**config.mk**
```make
export PLATFORM = sky130hd
export DESIGN_NAME = mdr_mem_controller
export DESIGN_NICKNAME = d
export VERILOG_FILES = /design/src/rtl/mdr_mem_controller.sv
export SDC_FILE = /design/constraint.sdc
export NUM_CORES = 1
export LEC_CHECK = 0
export ABC_AREA = 1
export BUFFER_PORTS_ARGS = -buffer_cell sky130_fd_sc_hd__buf_4
export CAP_MARGIN = 25
export CORE_MARGIN = 10
export CORE_UTILIZATION = 45
export DETAILED_ROUTE_END_ITERATION = 10
export GPL_ROUTABILITY_DRIVEN = 0
export PLACE_DENSITY = 0.85
export SLEW_MARGIN = 20
export SYNTH_ARGS = -nofsm -noshare
export SYNTH_HDL_FRONTEND = slang
export SYNTH_SLANG_ARGS = --single-unit
```
**constraint.sdc**
```tcl
create_clock -name clock -period 3.1 [get_ports clock]
set_input_delay 0.62 -clock clock [delete_from_list [all_inputs] [get_ports clock]]
set_output_delay 0.62 -clock clock [all_outputs]
set_load 0.01 [all_outputs]
```
**src/rtl/mdr_mem_controller.sv**
```systemverilog
// mdr_mem_controller
// Memory Data Register plus memory-access sequencer. Holds the MAR and MDR,
// drives the MDR onto the bus multiplexer, and runs single-word read/write
// transactions against the RAM. Each transaction uses a ready handshake,
// variable wait states and a timeout abort.
//
// Ports:
//   clock, clear         rising-edge clock, asynchronous active-high reset
//   bus_in               datapath bus value (source for MAR / MDR loads)
//   mar_in, mdr_in       load strobes for MAR / MDR (honoured only while idle)
//   mem_read, mem_write  transaction requests (read wins if both are set)
//   mem_rdata, mem_ready RAM read data and access-complete handshake
//   mdr_out, mem_wdata   MDR contents
//   mem_addr             MAR contents
//   mem_rd_en, mem_wr_en access in progress, by direction
//   busy                 any transaction in progress
//   done                 one-cycle pulse when a transaction ends (ok or timeout)
//   timeout_err          sticky flag: the last transaction timed out
module mdr_mem_controller #(
    parameter int DATA_W  = 32,
    parameter int ADDR_W  = 9,
    parameter int TIMEOUT = 15
) (
    input  logic              clock,
    input  logic              clear,
    input  logic [DATA_W-1:0] bus_in,
    input  logic              mar_in,
    input  logic              mdr_in,
    input  logic              mem_read,
    input  logic              mem_write,
    input  logic [DATA_W-1:0] mem_rdata,
    input  logic              mem_ready,
    output logic [DATA_W-1:0] mdr_out,
    output logic [ADDR_W-1:0] mem_addr,
    output logic [DATA_W-1:0] mem_wdata,
    output logic              mem_rd_en,
    output logic              mem_wr_en,
    output logic              busy,
    output logic              done,
    output logic              timeout_err
);

    // The wait counter only has to reach TIMEOUT-1, so clog2(TIMEOUT) bits
    // suffice; a TIMEOUT of 1 still needs one bit.
    localparam int CNT_W = (TIMEOUT > 1) ? $clog2(TIMEOUT) : 1;
    localparam logic [CNT_W-1:0] CNT_LAST = CNT_W'(TIMEOUT - 1);

    typedef enum logic [1:0] {
        IDLE    = 2'd0,
        RD_WAIT = 2'd1,
        WR_WAIT = 2'd2
    } state_t;

    state_t            state_q;
    logic [ADDR_W-1:0] mar_q;
    logic [DATA_W-1:0] mdr_q;
    logic [CNT_W-1:0]  wait_cnt_q;
    logic              done_q;
    logic              timeout_err_q;

    // Sequencer and register file in one block. Loads are only honoured in
    // IDLE, and the request decision uses the same edge, so a load paired with
    // a request is already visible to the transaction it starts. While waiting
    // the counter stops one short of TIMEOUT: that last unready edge aborts
    // instead of counting, which bounds the wait to TIMEOUT cycles.
    always_ff @(posedge clock or posedge clear) begin
        if (clear) begin
            state_q       <= IDLE;
            mar_q         <= '0;
            mdr_q         <= '0;
            wait_cnt_q    <= '0;
            done_q        <= 1'b0;
            timeout_err_q <= 1'b0;
        end else begin
            done_q <= 1'b0;
            case (state_q)
                IDLE: begin
                    if (mar_in) begin
                        mar_q <= bus_in[ADDR_W-1:0];
                    end
                    if (mdr_in) begin
                        mdr_q <= bus_in;
                    end
                    if (mem_read || mem_write) begin
                        state_q       <= mem_read ? RD_WAIT : WR_WAIT;
                        wait_cnt_q    <= '0;
                        timeout_err_q <= 1'b0;
                    end
                end
                RD_WAIT, WR_WAIT: begin
                    if (mem_ready) begin
                        if (state_q == RD_WAIT) begin
                            mdr_q <= mem_rdata;
                        end
                        state_q <= IDLE;
                        done_q  <= 1'b1;
                    end else if (wait_cnt_q == CNT_LAST) begin
                        state_q       <= IDLE;
                        done_q        <= 1'b1;
                        timeout_err_q <= 1'b1;
                    end else begin
                        wait_cnt_q <= wait_cnt_q + 1'b1;
                    end
                end
                default: begin
                    state_q <= IDLE;
                end
            endcase
        end
    end

    // Access enables are pure decodes of the registered state, so they are
    // glitch-free and line up exactly with the wait cycles.
    assign mem_rd_en   = (state_q == RD_WAIT);
    assign mem_wr_en   = (state_q == WR_WAIT);
    assign busy        = mem_rd_en | mem_wr_en;
    assign done        = done_q;
    assign timeout_err = timeout_err_q;
    assign mdr_out     = mdr_q;
    assign mem_wdata   = mdr_q;
    assign mem_addr    = mar_q;

endmodule

```
==> flow_summary.yaml, run 1 <==
timing:
  fin_crit_ns: 2.22
  hold_viol: 0
  setup_viol: 0
  period_share_pct: 71.5
  worstMarginPinSlew_ns: 0.842
  rsz0062_at_grt: "false"
  max_freq_ghz: 0.451
  fin_tns_setup_ns: 0
  holdWs_ns: 0.469
  maxSlewHeadroom_pct: 43.8
  drv_slew: 0
  finClkSkew_ns: 0.00669
synthesis:
  yosysSeqAreaShare_pct: 44.3
  synth_fa_ha_area_share_pct: 2.71
  synth_xor_xnor_area_share_pct: 0
  synth_compound_area_share_pct: 6.97
  synth_top_area_share_pct: 44.3
  synth_area_leaders: "dfrtp_1 (44%), nand2_1 (24%), buf_4 (9.5%)"
  syn_area_sq_mm: 0.00277
  synth_warnings: 0
  synth_top_cell_by_area: "dfrtp_1"
  syn_nets: 448
  syn_avg_cell_area_sq_um: 7.45
  synth_mux_area_share_pct: 0
  yosysUniqueCellTypes: 19
  synth_top_family_by_area: "simple AND/OR/NAND/NOR gates"
  synth-simple-area-share_pct: 30.7
  synthCells: 371
  synth_seq_cells: 49
setup_path:
  start_kind: "flip-flop"
  crit_top_cell: "buf_4"
  critPathKind: "reg2out"
  endpoint_kind: "output pin"
  r2r_slack_ns: 0.90
  crit_chain: "inv_1 -> ha_1 -> buf_4 -> buf_4"
  max_stage_delay_ns: 0.38
  slowest_stage: "dfrtp_1"
  crit_family: "buffers and inverters"
  arrival_ns: 1.60
  crit_fanout: 34
  critical_path_required_ns: 2.48
  critPathBufInv: 3
clock_tree:
  cts_sinks: 49
  numCtsBuffers: 5
  cts_tree: "done"
  clockRootBuffer: "clkbuf_8"
  cts_hold_buffers: 0
  clock_path_buffers: 2
  insertion_delay_ns: 0.30
  postCtsSetupRepairBufs: 0
  path_clk_slew_ns: 0.09
  htreeDepth: 2
  post_cts_resized: 0
grt:
  groute.usage.overall_pct: 16.0
  antenna_found_initial: 0
  grt_pass1_vias: 2586
  grt_first_pass_wirelength_mm: 13.0
  grt-ovfl-total: 0
  grt_max_degree: 50
final_layout:
  drive_above_1_share_pct: 35.3
  area_growth_pct: 35.0
  ff_latch_area_sq_mm: 0.00123
  layout_common_cells: "nand2_1 (175), buf_4 (151), dfrtp_1 (49), nand3_1 (28), o21ai_0 (20)"
  final_nets: 557
  final_common_cell: "nand2_1"
  fill_cells: 554
  diodes: 0
  multi_input_area_sq_mm: 0.00112
floorplan:
  core-area_sq_mm: 0.00596
  die_h_microns: 98.4
  die_x_microns: 98.4
  start_util_pct: 46.4
  row_count: 28
  io_pins: 149
  fp.dieArea_sq_mm: 0.00968
pwr:
  leakagePower_nw: 2.18
  cellPowerDensity_mw_per_mm2: 1120
  ir_worst_vdd_mv: 0.914
drt:
  dr.pass1.iters: 4
  wl_per_cell_microns: 14.8
  vias_per_cell: 4.76
  vias: 2647
  drt_wl_total_mm: 8.23
  post-route-drc-count: 0
  drt-initial-drc-count: 125
  postRouteAntennaNets: 0
status:
  status: "finished, final reports clean"
flow_run:
  cap_violations: 0
placement:
  portBuffers: 148
  post-dp-hpwl_mm: 6.51
hold_path:
  worstHoldPathType: "in2async"
[metal layers]
layer | up-vias | wire [microns] | part of all wire, % | track usage [%]
li1 | 1331 | - | - | -
met1 | 1224 | 3280 | 40 | 17.9
met2 | 88 | 4340 | 53 | 29.2
met3 | 4 | 548 | 6.7 | 4.09
met4 | 0 | 68 | 0.83 | 4.41
met5 | - | 0 | 0 | 0
[cells in the mapped netlist (all sizes together)]
cell	instances
a21oi	2
buf	47
clkbuf	2
dfrtp	49
ha	6
inv	21
nand2	176
nand3	28
nand4	1
nor2	10
o21ai	29
[final timing paths]
path                                 endpoint  cells past startpoint         from
worst max-delay path                     busy                      4   state_q[1]
worst min-delay path              mdr_out[18]                      2        clear
worst max register to register     mdr_out[3]                      7   state_q[1]
worst min register to register    mem_addr[5]                      2  mem_addr[5]
max in group asynchronous       wait_cnt_q[0]                      2        clear
min in group clock                mem_addr[5]                      2  mem_addr[5]
[area by class of cell]
cell class                      instances  share of cell area [%]
Multi-Input combinational cell        252                    29.9
Timing Repair Buffer                  151                    30.4
Clock buffer                            6                    1.94
Sequential cell                        49                    32.8
Clock inverter                          2                   0.268
Inverter                               21                    2.14
Tap cell                               75                    2.51
[through the flow]
step	utilization [%]	instances	setup WS [ns]	area [sq um]	power, W
2_1_floorplan	-	371	1.31	2770	0.00308
3_3_place_gp	61.3	548	1.00	3650	0.00378
3_5_place_dp	61.3	548	0.884	3650	0.00390
4_1_cts	62.7	556	0.845	3730	0.00427
5_1_grt	62.7	556	0.663	3730	0.00459
6_report	62.7	556	0.883	3730	0.00420
[power breakdown]
| part | internal [W] | total (W) | leakage [nW] | switching (W) |
|---|---|---|---|---|
| sequential | 0.000949 | 0.00117 | 0.614 | 0.000223 |
| clock | 0.000157 | 0.000364 | 0.0450 | 0.000207 |
| combinational | 0.00111 | 0.00266 | 1.52 | 0.00155 |
| total | 0.00221 | 0.00420 | 2.18 | 0.00198 |
[kinds of logic after synthesis]
group           count (synthesis)
compound gates                 31
fa+ha+maj                       6
buf+inv                        70
flops                          49
simple gates                  215
[state kept, by name, summed over array words and instances, names as in the netlist]
name and cells:
state_q 2, mem_addr 9, mdr_out 32, done 1, timeout_err 1, wait_cnt_q 4
No activity file was read; power rests on OpenSTA's default activity.
==> run 2: changes to the inputs <==
Clock period 3.1 ns to 2.1 ns, I/O delays scaled along.
==> run 2 against run 1 <==
Net effect:
- power rose by 53%
- largest power group unchanged
- via count fell by 0.11%
- global-route usage rose by 0.43 points
- highest routed layer unchanged
- register-to-register slack got worse by 0.60 ns
- cell area rose by 1.9%
- critical path depth rose by 3
==> flow_summary.yaml, run 2 (same netlist as run 1, synthesis figures left out) <==
timing:
  max_freq_ghz: 0.556
  finClkSkew_ns: 0.00915
  hold_viol: 0
  maxSlewHeadroom_pct: 61.1
  setup_viol: 0
  drv_slew: 0
  period_share_pct: 85.7
  fin_tns_setup_ns: 0
  rsz0062_at_grt: "false"
  fin_crit_ns: 1.80
  worstMarginPinSlew_ns: 0.582
clock_tree:
  insertion_delay_ns: 0.29
  cts_sinks: 49
  cts_tree: "done"
  cts_hold_buffers: 0
  numCtsBuffers: 5
  post_cts_resized: 0
  htreeDepth: 2
  clock_path_buffers: 2
  clockRootBuffer: "clkbuf_8"
  postCtsSetupRepairBufs: 0
  path_clk_slew_ns: 0.09
grt:
  grt-ovfl-total: 0
  groute.usage.overall_pct: 16.4
  grt_pass1_vias: 2629
  antenna_found_initial: 0
  grt_first_pass_wirelength_mm: 13.3
  grt_max_degree: 42
floorplan:
  die_h_microns: 98.4
  row_count: 28
  start_util_pct: 46.4
  core-area_sq_mm: 0.00596
  fp.dieArea_sq_mm: 0.00968
  die_x_microns: 98.4
  io_pins: 149
setup_path:
  slowest_stage: "ha_1"
  critPathCapture: "mdr_out[6]"
  cp-startpoint: "state_q[1]"
  worstSetupPathDepth: 7
  r2r_cells: 7
  max_stage_delay_ns: 0.40
  crit_family: "buffers and inverters"
  crit_fanout: 24
  critical_path_required_ns: 2.28
  crit_chain: "inv_1 -> ha_1 -> buf_4 -> inv_2 -> buf_12 -> o21ai_0 -> o21ai_2"
  endpoint_kind: "flip-flop"
  arrival_ns: 1.98
  start_kind: "flip-flop"
  timing.rr.end: "mdr_out[6]"
  critPathBufInv: 4
  r2r_slack_ns: 0.30
  r2r_start: "state_q[1]"
  critPathKind: "reg2reg"
placement:
  postPlaceCellArea_sq_mm: 0.00372
  portBuffers: 148
  post-dp-hpwl_mm: 6.70
drt:
  postRouteAntennaNets: 0
  wl_per_cell_microns: 14.8
  dr.pass1.iters: 4
  drt_wl_total_mm: 8.30
  vias_per_cell: 4.70
  drt-initial-drc-count: 95
  vias: 2644
  post-route-drc-count: 0
final_layout:
  area_growth_pct: 37.6
  final_common_cell: "nand2_1"
  final_nets: 563
  layout_common_cells: "nand2_1 (175), buf_4 (155), dfrtp_1 (49), nand3_1 (28), o21ai_0 (20)"
  finish.utilization_pct: 63.9
  drive_above_1_share_pct: 35.9
  final_area_sq_mm: 0.00380
  diodes: 0
  largest_register_ffs: 32
  fill_cells: 541
pwr:
  ir_worst_vdd_mv: 1.25
  cellPowerDensity_mw_per_mm2: 1690
  p_switching_w: 0.00298
  leakagePower_nw: 2.21
  p_comb_share_pct: 64.6
  pwr-share-seq_pct: 27.1
  switching_share_pct: 46.5
  p_int_w: 0.00343
  clkPwrFrac_pct: 8.3
flow_run:
  cap_violations: 0
hold_path:
  worstHoldPathType: "in2async"
status:
  status: "finished, final reports clean"
-- run 2: cell count changes in the layout (fill, tap and decap cells not counted), sizes merged --
cell	delta
clkinv	-3
clkinvlp	+1
clkbuf	+1
inv	+1
buf	+6
-- run 2: worst min path at each step --
| stage | slack, ns | cells after the start | startpoint | to |
|---|---|---|---|---|
| after floorplan | 0.47 | 2 | state_q[0] | state_q[0] |
| after global placement | 0.47 | 2 | mem_addr[0] | mem_addr[0] |
| after detailed placement | 0.48 | 2 | mem_addr[5] | mem_addr[5] |
| after CTS | 0.20 | 2 | clear | mem_addr[7] |
| after global routing | 0.22 | 2 | clear | mdr_out[13] |
| final | 0.18 | 2 | clear | mdr_out[9] |
-- run 2: stage by stage --
stage | setup WS, ns | hold slack, ns | power, W | instances
CTS | 0.251 | 0.196 | 0.00651 | 562
global placement | 0.383 | 0.473 | 0.00580 | 554
floorplan | 0.507 | 0.470 | 0.00455 | 371
global route | 0.158 | 0.215 | 0.00703 | 562
finish | 0.300 | 0.185 | 0.00642 | 562
detailed placement | 0.259 | 0.481 | 0.00596 | 554
-- run 2: power groups by stage --
stage	combinational [W]	sequential [W]	clock, W
2_1_floorplan	0.00267	0.00187	0
3_3_place_gp	0.00409	0.00172	0
3_5_place_dp	0.00420	0.00175	0
4_1_cts	0.00421	0.00174	0.000551
5_1_grt	0.00463	0.00181	0.000589
6_report	0.00415	0.00174	0.000533
-- run 2: cell type report --
cell class / count / area (sq um) / share of cell area [%]
inverters: 21 / 78.8 / 2.07
multi-input cells: 252 / 1120 / 29.4
repair buffers: 157 / 1200 / 31.6
clock inverters: 1 / 7.51 / 0.197
flip-flops and latches: 49 / 1230 / 32.2
well taps: 75 / 93.8 / 2.47
clock buffers: 7 / 76.3 / 2.01
-- run 2: worst register-to-register path: stages (launching register included) --
cell	delay, ns
dfrtp_1	0.39
inv_1	0.09
ha_1	0.40
buf_4	0.21
inv_2	0.11
buf_12	0.17
o21ai_0	0.24
o21ai_2	0.10
-- run 2: layer usage --
metal	track usage [%]	part of all wire [%]
met5	0	0
met4	3.20	0.66
met3	4.58	6.1
met2	29.2	54
met1	19.3	39
==> run 3: changes to the inputs <==
Settings changed: BUFFER_PORTS_ARGS -buffer_cell sky130_fd_sc_hd__buf_4 to default, DONT_BUFFER_PORTS from default to 1, PLACE_DENSITY 0.85 to 0.65, TNS_END_PERCENT from default to 30.
==> run 3 against run 2 <==
Net effect:
- fmax increased by 1.2%
- register-to-register slack improved by 0.02 ns
- clock skew increased by 0.0043 ns
- global-route usage decreased by 2.2 points
- via count decreased by 22%
- cell count decreased by 26%
- power decreased by 15%
- critical path depth increased by 1
- combinational power decreased by 37%
==> flow_summary.yaml, run 3 (same netlist as run 1, synthesis figures left out) <==
setup_path:
  max_stage_delay_ns: 0.51
  cp-startpoint: "state_q[0]"
  critPathKind: "reg2reg"
  start_kind: "flip-flop"
  r2r_start: "state_q[0]"
  crit_chain: "inv_1 -> ha_1 -> buf_12 -> nand2_1 -> o21ai_0 -> nand2_1 -> nand2_1 -> nand2_1"
  crit_top_cell: "nand2_1"
  arrival_ns: 1.99
  endpoint_kind: "flip-flop"
  critical_path_required_ns: 2.31
  slowest_stage: "ha_1"
  crit_fanout: 27
pwr:
  switching_share_pct: 51.0
  cellPowerDensity_mw_per_mm2: 2000
  clkPwrFrac_pct: 12.6
  ir_worst_vdd_mv: 1.02
  p_switching_w: 0.00279
  p_int_w: 0.00268
  leakagePower_nw: 1.51
  total_power_w: 0.00548
  pwr-share-seq_pct: 39.3
  p_comb_share_pct: 48.1
final_layout:
  layout_common_cells: "nand2_1 (175), dfrtp_1 (49), nand3_1 (28), o21ai_0 (20), inv_1 (19)"
  diodes: 0
  drive_above_1_share_pct: 8.82
  largest_register_ffs: 32
  area_growth_pct: -0.769
  final_common_cell: "nand2_1"
  final_nets: 416
flow_run:
  cap_violations: 0
drt:
  vias_per_cell: 5.00
  drt_wl_total_mm: 7.00
  vias: 2074
  drt-initial-drc-count: 62
  wl_per_cell_microns: 16.9
  post-route-drc-count: 0
  dr.pass1.iters: 4
  postRouteAntennaNets: 0
timing:
  maxSlewHeadroom_pct: 59.6
  finClkSkew_ns: 0.0134
  period_share_pct: 84.7
  fin_tns_setup_ns: 0
  rsz0062_at_grt: "false"
  drv_slew: 0
  worstMarginPinSlew_ns: 0.604
  max_freq_ghz: 0.562
  setup_viol: 0
  fin_crit_ns: 1.78
  hold_viol: 0
  holdWs_ns: 0.0556
grt:
  grt_first_pass_wirelength_mm: 11.5
  groute.usage.overall_pct: 14.3
  grt_max_degree: 42
  grt-ovfl-total: 0
  grt_pass1_vias: 2234
  antenna_found_initial: 0
hold_path:
  worstHoldPathType: "in2async"
clock_tree:
  insertion_delay_ns: 0.30
  htreeDepth: 2
  post_cts_resized: 0
  clockRootBuffer: "clkbuf_8"
  cts_hold_buffers: 0
  postCtsSetupRepairBufs: 0
  cts_sinks: 49
  cts_tree: "done"
  numCtsBuffers: 5
  clock_path_buffers: 2
  path_clk_slew_ns: 0.10
floorplan:
  io_pins: 149
  fp.dieArea_sq_mm: 0.00968
  die_h_microns: 98.4
  core-area_sq_mm: 0.00596
  die_x_microns: 98.4
  start_util_pct: 46.4
  row_count: 28
placement:
  portBuffers: 0
  post-dp-hpwl_mm: 5.41
status:
  status: "finished, final reports clean"
run 3: power groups by stage:
stage | registers (W) | clock network [W] | logic (W)
3_3_place_gp | 0.00218 | 0 | 0.00259
3_5_place_dp | 0.00219 | 0 | 0.00268
4_1_cts | 0.00218 | 0.000711 | 0.00268
5_1_grt | 0.00225 | 0.000742 | 0.00307
6_report | 0.00215 | 0.000690 | 0.00263
2_1_floorplan | 0.00187 | 0 | 0.00267
run 3: final cells by class:
type | instances | area [sq um]
well taps | 75 | 93.8
repair buffers | 10 | 113
clock buffers | 5 | 68.8
flip-flops and latches | 49 | 1230
multi-input cells | 252 | 1120
fillers | 628 | 3210
inverters | 21 | 78.8
clock inverters | 3 | 46.3
run 3: per-stage QoR:
stage / cells / worst slack, ns / cell area (sq um) / util [%]
after global placement: 407 / 0.380 / 2630 / 44.1
after floorplan: 371 / 0.507 / 2770 / -
after CTS: 415 / 0.300 / 2740 / 46.1
final: 415 / 0.321 / 2740 / 46.1
after detailed placement: 407 / 0.339 / 2630 / 44.1
after global routing: 415 / 0.118 / 2740 / 46.1
run 3: final timing paths:
check | depth (start not counted) | slack (ns) | endpoint
hold reg to reg | 2 | 0.51 | state_q[0]
hold / removal | 1 | 0.06 | mdr_out[17]
max in group asynchronous | 2 | 1.50 | mem_addr[3]
setup reg to reg | 8 | 0.32 | wait_cnt_q[0]
min in group clock | 2 | 0.25 | state_q[0]
setup / recovery | 8 | 0.32 | wait_cnt_q[0]
run 3: routing by layer:
metal / global-route usage [%] / part of all wire (%) / vias to the layer above
met4: 3.09 / 0.71 / 0
li1: - / - / 1048
met1: 15.6 / 40 / 946
met5: 0 / 0 / -
met3: 5.14 / 8.0 / 6
met2: 25.7 / 51 / 74
run 3: worst max-delay path: cells and delay by family, from the launching register on:
family,cells,cell delay [ns]
compound gates,1,0.13
fa+ha+maj,1,0.51
buf+inv,2,0.29
flops,1,0.38
simple gates,4,0.36
